<file path="config.mk">
export PLATFORM = sky130hd
export DESIGN_NAME = mem_access_unit
export DESIGN_NICKNAME = d
export VERILOG_FILES = /design/src/rtl/mem_access_unit_pkg.sv /design/src/rtl/mem_access_unit.sv
export SDC_FILE = /design/constraint.sdc
export NUM_CORES = 1
export LEC_CHECK = 0
export ABC_AREA = 1
export ABC_CLOCK_PERIOD_IN_PS = 4200
export CAP_MARGIN = 0
export CORE_UTILIZATION = 30
export CTS_BUF_LIST = sky130_fd_sc_hd__clkbuf_8 sky130_fd_sc_hd__clkbuf_16
export DETAILED_ROUTE_END_ITERATION = 10
export PLACE_DENSITY = 0.82
export SLEW_MARGIN = 15
export SYNTH_ARGS = -nofsm -noshare
export SYNTH_HDL_FRONTEND = slang
export SYNTH_SLANG_ARGS = --single-unit
</file>
<file path="constraint.sdc">
create_clock -name clk -period 4.2 [get_ports clk]
set_clock_uncertainty 0.1 [all_clocks]
set_input_delay 0.84 -clock clk [delete_from_list [all_inputs] [get_ports clk]]
set_output_delay 0.84 -clock clk [all_outputs]
set_load 0.05 [all_outputs]
</file>
<file path="src/rtl/mem_access_unit_pkg.sv">
// Shared CPU-wide definitions for the memory access unit.
// Holds the FSM state encoding, the word width and the default dcache depth.
package mem_access_unit_pkg;

   localparam int DCACHE_DEPTH = 256;
   localparam int WORD_W       = 16;

   typedef enum logic [1:0] {
      IDLE    = 2'd0,
      LD_WAIT = 2'd1,
      RESP    = 2'd2
   } mau_state_e;

   // Widened compare so a depth of 65536 still covers the full 16-bit address space.
   function automatic logic addr_in_range(input logic [WORD_W-1:0] addr, input int depth);
      return {1'b0, addr} < 17'(depth);
   endfunction

endpackage

</file>
<file path="src/rtl/mem_access_unit.sv">
// Single-outstanding load/store unit between the pipeline and a synchronous-read dcache.
// Accepts one request in IDLE, waits a cycle for load data, then holds the response until taken.
module mem_access_unit
   import mem_access_unit_pkg::*;
#(
   parameter int DEPTH = DCACHE_DEPTH
)
(
   input  logic              clk,
   input  logic              reset,
   input  logic              req_valid,
   output logic              req_ready,
   input  logic              req_we,
   input  logic [WORD_W-1:0] req_addr,
   input  logic [WORD_W-1:0] req_wdata,
   output logic              resp_valid,
   input  logic              resp_ready,
   output logic [WORD_W-1:0] resp_rdata,
   output logic              resp_err,
   output logic              dc_r_en,
   output logic              dc_w_en,
   output logic [WORD_W-1:0] dc_addr,
   output logic [WORD_W-1:0] dc_w_data,
   input  logic [WORD_W-1:0] dc_r_data
);

   mau_state_e        state;
   mau_state_e        state_next;
   logic              accept;
   logic              in_range;
   logic [WORD_W-1:0] rdata_q;
   logic              err_q;

   // Gating accept with reset keeps the dcache port quiet while reset is held.
   assign req_ready  = (state == IDLE);
   assign accept     = req_valid && req_ready && reset;
   assign in_range   = addr_in_range(req_addr, DEPTH);
   assign resp_valid = (state == RESP);
   assign resp_rdata = rdata_q;
   assign resp_err   = err_q;

   always_comb begin
      dc_r_en   = 1'b0;
      dc_w_en   = 1'b0;
      dc_addr   = '0;
      dc_w_data = '0;
      if (accept && in_range) begin
         dc_addr = req_addr;
         if (req_we) begin
            dc_w_en   = 1'b1;
            dc_w_data = req_wdata;
         end else begin
            dc_r_en = 1'b1;
         end
      end
   end

   always_comb begin
      state_next = state;
      case (state)
         IDLE: begin
            if (accept) begin
               state_next = (in_range && !req_we) ? LD_WAIT : RESP;
            end
         end
         LD_WAIT: state_next = RESP;
         RESP: begin
            if (resp_ready) begin
               state_next = IDLE;
            end
         end
         default: state_next = IDLE;
      endcase
   end

   always_ff @(posedge clk or negedge reset) begin
      if (!reset) begin
         state <= IDLE;
      end else begin
         state <= state_next;
      end
   end

   // Response payload only changes on accept or load capture, so it holds while stalled in RESP.
   always_ff @(posedge clk or negedge reset) begin
      if (!reset) begin
         rdata_q <= '0;
         err_q   <= 1'b0;
      end else if (accept) begin
         rdata_q <= '0;
         err_q   <= !in_range;
      end else if (state == LD_WAIT) begin
         rdata_q <= dc_r_data;
         err_q   <= 1'b0;
      end
   end

endmodule

</file>
==> results of run 1 <==
==> worst reg2reg max path, cell delays in order (launching register included) <==
cell and delay, ps:
dfrtp_1 830, nand2_2 390, nand3_1 200, nand2_1 70
==> registers in the layout, indices dropped and copies added (netlist names) <==
register,count
resp_rdata,16
state,2
resp_err,1
==> cell type report <==
| class | count | area share, % |
|---|---|---|
| Timing Repair Buffer | 98 | 51.1 |
| Multi-Input combinational cell | 105 | 20.6 |
| Sequential cell | 19 | 19.6 |
| Inverter | 27 | 4.29 |
| Tap cell | 48 | 2.48 |
| Clock buffer | 3 | 1.70 |
| Clock inverter | 1 | 0.155 |
==> per-layer routing <==
metal  vias to the layer above  GRT usage [%]  routed length [um]
met5                         -              0                   0
met4                         0           4.55                  37
met3                         4           5.89                 368
met2                        77           31.4                1750
met1                       576           19.9                1390
li1                        650              -                   -
==> power groups by stage <==
| stage | Sequential (W) | Clock (W) | Combinational, W |
|---|---|---|---|
| floorplan | 0.000199 | 0 | 0.0000521 |
| global placement | 0.000191 | 0 | 0.000118 |
| detailed placement | 0.000192 | 0 | 0.000120 |
| CTS | 0.000188 | 0.000123 | 0.000120 |
| global route | 0.000189 | 0.000132 | 0.000128 |
| finish | 0.000188 | 0.000120 | 0.000119 |
==> layout by cell type (no fill, tap or decap), types with 2 or more instances in the layout <==
master and count:
nand2_1 25, inv_1 27, conb_1 8, clkdlybuf4s50_1 71
dfrtp_1 19, nor2_2 10, clkbuf_8 3, nand3_1 33
nand3_4 2, buf_12 26, nor2_1 24
==> metrics by stage <==
| step | hold slack (ps) | area, um^2 | power (W) |
|---|---|---|---|
| final | 398 | 2420 | 0.000428 |
| after global routing | 434 | 2420 | 0.000449 |
| after CTS | 404 | 2420 | 0.000432 |
| after detailed placement | 389 | 2380 | 0.000312 |
| after global placement | 381 | 2380 | 0.000310 |
| after floorplan | 444 | 1180 | 0.000251 |
==> cell families after synthesis <==
family | count (synthesis) | share of synthesized area [%]
compound gates | 1 | 0.433
buf+inv | 42 | 17.8
flops | 19 | 41.2
other cells | 1 | 0.325
simple gates | 96 | 40.2
==> path summary, 6_finish.rpt <==
| kind | from | endpoint | slack [ps] | cells past startpoint |
|---|---|---|---|---|
| max in group asynchronous | reset | state[0] | 2880 | 2 |
| setup reg to reg | state[0] | resp_rdata[9] | 2500 | 3 |
| hold / removal | resp_rdata[3] | resp_rdata[3] | 400 | 2 |
| hold reg to reg | resp_rdata[3] | resp_rdata[3] | 400 | 2 |
| min in group asynchronous | reset | resp_rdata[3] | 920 | 2 |
| setup / recovery | req_valid | dc_w_data[0] | 780 | 6 |
==> flow_summary_export.csv, run 1 <==
group,metric,value,unit
worst_hold_path,hold_class,"reg2reg",
power_and_ir_drop,p_per_area,177,nW/um^2
final_layout,antenna_cells,0,
final_layout,postLayoutCoreUtil,66.2,%
critical_path,arrival,2480,ps
job,max-cap-violations,0,
floorplanning,die-height,64.0,um
final_layout,final_nets,307,
power_and_ir_drop,p_leak,1.18,nW
placement,dpl.hpwl,2910,um
logic_synthesis,async_reset_ff_share,100,%
timing,finalCritPeriodShare,81.4,%
logic_synthesis,post-synth-top-count-cell,"nand3_1",
final_layout,area_growth,110,%
logic_synthesis,ys_seq_area_share,41.2,%
clock_tree,clkTransAtPathRegs,70,ps
placement,place.port_buffers,97,
logic_synthesis,synth_edf_count,0,
critical_path,critPathMaxStageDelay,530,ps
clock_tree,htreeDepth,1,
logic_synthesis,ys_seq_elements,19,
placement,pre_cts_ws,757,ps
route,wl_per_cell,11.8,um
timing,relSlewSlack,50.0,%
logic_synthesis,netlist_area,1150,um^2
route,ant_nets,0,
grt,grt_max_degree,22,
floorplanning,ios,106,
placement,gp_routability_congestion,0.731,
power_and_ir_drop,p_switching,0.000120,W
route,drc,0,
critical_path,path_buf_inv,2,
critical_path,cp-start-kind,"input port",
floorplanning,die_x,64.0,um
power_and_ir_drop,p_sw_share,28.2,%
timing,worst_pin_slew,750,ps
route,dr_total_vias,1307,
clock_tree,cts_sinks,19,
timing,rsz0062_at_grt,"false",
power_and_ir_drop,p_comb_share,27.9,%
timing,setup_tns,0,ps
critical_path,critical-path-top-delay-family,"simple AND/OR/NAND/NOR gates",
route,viasPerCell,4.34,
timing,max_freq,292,MHz
final_layout,final_cells,301,
critical_path,cp-end-kind,"output port",
critical_path,worst-endpoint-required,3260,ps
logic_synthesis,synth.distinct_cells,16,
run_status,status,"finished, final reports clean",
power_and_ir_drop,internal_power,0.000307,W
grt,track_usage,17.6,%
grt,grt_pass1_wl,5730,um
clock_tree,cts_hold_buf,0,
grt,overflow,0,
critical_path,cpMostUsedCell,"nand3_4",
power_and_ir_drop,vdd_drop_max,0.150,mV
grt,grt_pass1_vias,1274,
logic_synthesis,yosysTopAreaCell,"dfrtp_1",
placement,place_inst,297,
clock_tree,postCtsSetupBuffers,0,
logic_synthesis,synth_top_area_share,41.2,%
power_and_ir_drop,p_clk_share,28.1,%
clock_tree,clk_latency,240,ps
critical_path,criticalPathCategory,"in2out",
logic_synthesis,syn_avg_cell_area,7.26,um^2
logic_synthesis,syn_inst,159,
route,first_pass_iters,4,
logic_synthesis,ys.flop_type,"dfrtp_1",
clock_tree,post_cts_resized,0,
floorplanning,die_area,4100,um^2
floorplanning,rows,22,
grt,antenna_found_initial,0,
clock_tree,cts_tree,"yes",
timing,drv_slew,0,
logic_synthesis,synth_area_leaders,"dfrtp_1 41%, nand3_1 14%, inv_1 8.5%",
clock_tree,cts_made_buffers,3,
clock_tree,clockBufferDepth,2,
critical_path,critPathMaxFanout,21,
logic_synthesis,synthTopCellsByCount,"33 x nand3_1, 26 x inv_1, 25 x nand2_1",
final_layout,drive_above_1_share,17.8,%
timing,setup_viol,0,
timing,min_period,3420,ps
clock_tree,cts_root_buf,"clkbuf_8",
critical_path,crit_path_cell_trace,"clkdlybuf4s50_1, nand3_4, nor2_4, nand3_4, nor2_1, buf_12",
timing,final_hold_viol_count,0,
route,drt-total-wl,3540,um
floorplanning,core,3660,um^2
final_layout,multi_input_area,499,um^2
timing,worst_slack,779,ps
final_layout,ff_latch_area,475,um^2
final_layout,nFillCells,321,
route,first_iter_violations,37,
floorplanning,initial_core_util,31.5,%
critical_path,crit_slowest_cell,"clkdlybuf4s50_1",
logic_synthesis,synth_warnings,0,
power_and_ir_drop,pwr-share-seq,44.0,%
Power figures use the tool's default switching activity.
==> inputs of run 2 (changes only) <==
Settings changed: ABC_CLOCK_PERIOD_IN_PS 4200 to 3400.
Clock period 4.2 ns to 3.4 ns, I/O delays scaled along.
==> run 2 against run 1 <==
Against the previous run: critical path depth up 1; worst hold slack about the same; total power grew 26%; critical endpoint is now dc_w_data[5]; register-to-register slack got worse by 660 ps; via count shrank 0.92%; clock-buffer cell count is the same; utilization rose by 0.51 points; flip-flop and latch count is the same; sequential power rose by 23%; cell area increased by 0.77%; setup slack got worse by 300 ps; largest power group unchanged; non-clock buffer count rose by 2.
==> flow_summary_export.csv, run 2 (same netlist as run 1, synthesis figures left out) <==
group,metric,value,unit
job,max-cap-violations,0,
placement,place_area,2390,um^2
route,drc,0,
final_layout,antenna_cells,0,
power_and_ir_drop,vdd_drop_max,0.222,mV
route,first_iter_violations,46,
floorplanning,core,3660,um^2
timing,setup_tns,0,ps
placement,place_inst,299,
grt,antenna_found_initial,0,
critical_path,criticalPathCategory,"in2out",
clock_tree,clkTransAtPathRegs,70,ps
final_layout,area_growth,112,%
critical_path,critPathMaxStageDelay,390,ps
power_and_ir_drop,p_per_area,220,nW/um^2
route,dr_total_vias,1295,
route,wl_per_cell,11.7,um
placement,place.port_buffers,97,
critical_path,cpMostUsedCell,"nor2_1",
clock_tree,clockBufferDepth,2,
worst_hold_path,hold_class,"reg2reg",
placement,pre_cts_ws,467,ps
placement,dpl.hpwl,2920,um
clock_tree,post_cts_resized,0,
timing,finalCritPeriodShare,85.8,%
grt,track_usage,18.2,%
final_layout,final_nets,309,
critical_path,critical-path-top-delay-family,"simple AND/OR/NAND/NOR gates",
grt,grt_pass1_vias,1256,
timing,drv_slew,0,
route,drt-total-wl,3540,um
critical_path,cp-start-kind,"input port",
final_layout,drive_above_1_share,18.8,%
timing,min_period,2920,ps
clock_tree,clk_latency,250,ps
timing,worst_slack,482,ps
grt,grt_pass1_wl,5890,um
placement,gp_routability_congestion,0.743,
clock_tree,postCtsSetupBuffers,0,
final_layout,final_cells,303,
route,ant_nets,0,
timing,max_freq,343,MHz
clock_tree,cts_made_buffers,3,
route,viasPerCell,4.27,
timing,fin_hold_ws,398,ps
clock_tree,cts_hold_buf,0,
run_status,status,"finished, final reports clean",
final_layout,largest_reg_flops,16,
floorplanning,ios,106,
clock_tree,cts_tree,"yes",
critical_path,arrival,2140,ps
critical_path,crit_path_cell_trace,"clkdlybuf4s50_1, nor2_1, nand2_1, nor2_2, nand3_4, nor2_1, buf_12",
clock_tree,cts_root_buf,"clkbuf_8",
timing,rsz0062_at_grt,"false",
critical_path,worst-endpoint-required,2620,ps
floorplanning,initial_core_util,31.5,%
final_layout,layout_common_cells,"71 x clkdlybuf4s50_1, 33 x nand3_1, 26 x inv_1, 26 x buf_12, 25 x nand2_1",
floorplanning,die-height,64.0,um
grt,overflow,0,
power_and_ir_drop,p_leak,1.19,nW
timing,setup_viol,0,
critical_path,crit_slowest_cell,"clkdlybuf4s50_1",
floorplanning,rows,22,
grt,grt_max_degree,21,
final_layout,final_area,2440,um^2
critical_path,cp-end-kind,"output port",
route,first_pass_iters,5,
critical_path,path_buf_inv,2,
clock_tree,cts_sinks,19,
critical_path,critPathMaxFanout,17,
final_layout,final_common_cell,"clkdlybuf4s50_1",
clock_tree,htreeDepth,1,
timing,worst_pin_slew,514,ps
floorplanning,die_area,4100,um^2
timing,relSlewSlack,65.6,%
floorplanning,die_x,64.0,um
timing,final_hold_viol_count,0,
## run 2: cell types whose count changed in the layout (fill, tap and decap cells not counted)
cell,previous run,this run
inv_1,27,26
clkinvlp_4,0,1
buf_4,1,3
## run 2: area by class of cell
cell class / instances / area (um^2)
clock buffer: 3 / 41.3
timing repair buffer: 100 / 1250
clock inverter: 1 / 7.51
tap: 48 / 60.1
inverter: 27 / 104
fill: 299 / 1220
sequential: 19 / 475
multi-input combinational: 105 / 499
## run 2: worst paths after layout
kind	cells after the start	slack [ps]	end	start
setup / recovery	7	480	dc_w_data[5]	req_addr[8]
hold / removal	2	400	resp_rdata[3]	resp_rdata[3]
setup reg to reg	4	1840	resp_err	state[0]
hold reg to reg	2	400	resp_rdata[3]	resp_rdata[3]
max in group asynchronous	2	2200	resp_rdata[2]	reset
min in group asynchronous	2	800	resp_err	reset
## run 2: worst reg2reg max path, stage by stage (launching register included)
cell and delay, ps:
dfrtp_1 640, buf_4 260, nand2_2 220, nand3_1 160
nand2_1 70
## run 2: through the flow
stage,power (W),utilization (%)
CTS,0.000545,66.7
global route,0.000569,66.7
detailed placement,0.000387,65.3
finish,0.000538,66.7
global placement,0.000384,65.3
floorplan,0.000310,-
## run 2: report_power, final
| group | internal (W) | total, W | switching (W) |
|---|---|---|---|
| combinational | 0.0000705 | 0.000149 | 0.0000787 |
| sequential | 0.000230 | 0.000232 | 0.00000267 |
| clock | 0.0000824 | 0.000156 | 0.0000737 |
## run 2: layer usage
metal	up-vias	wire length [um]	track usage, %
met3	4	330	3.57
met5	-	0	0
met2	71	1750	31.4
met4	0	40	5.40
met1	565	1430	22.8
li1	655	-	-
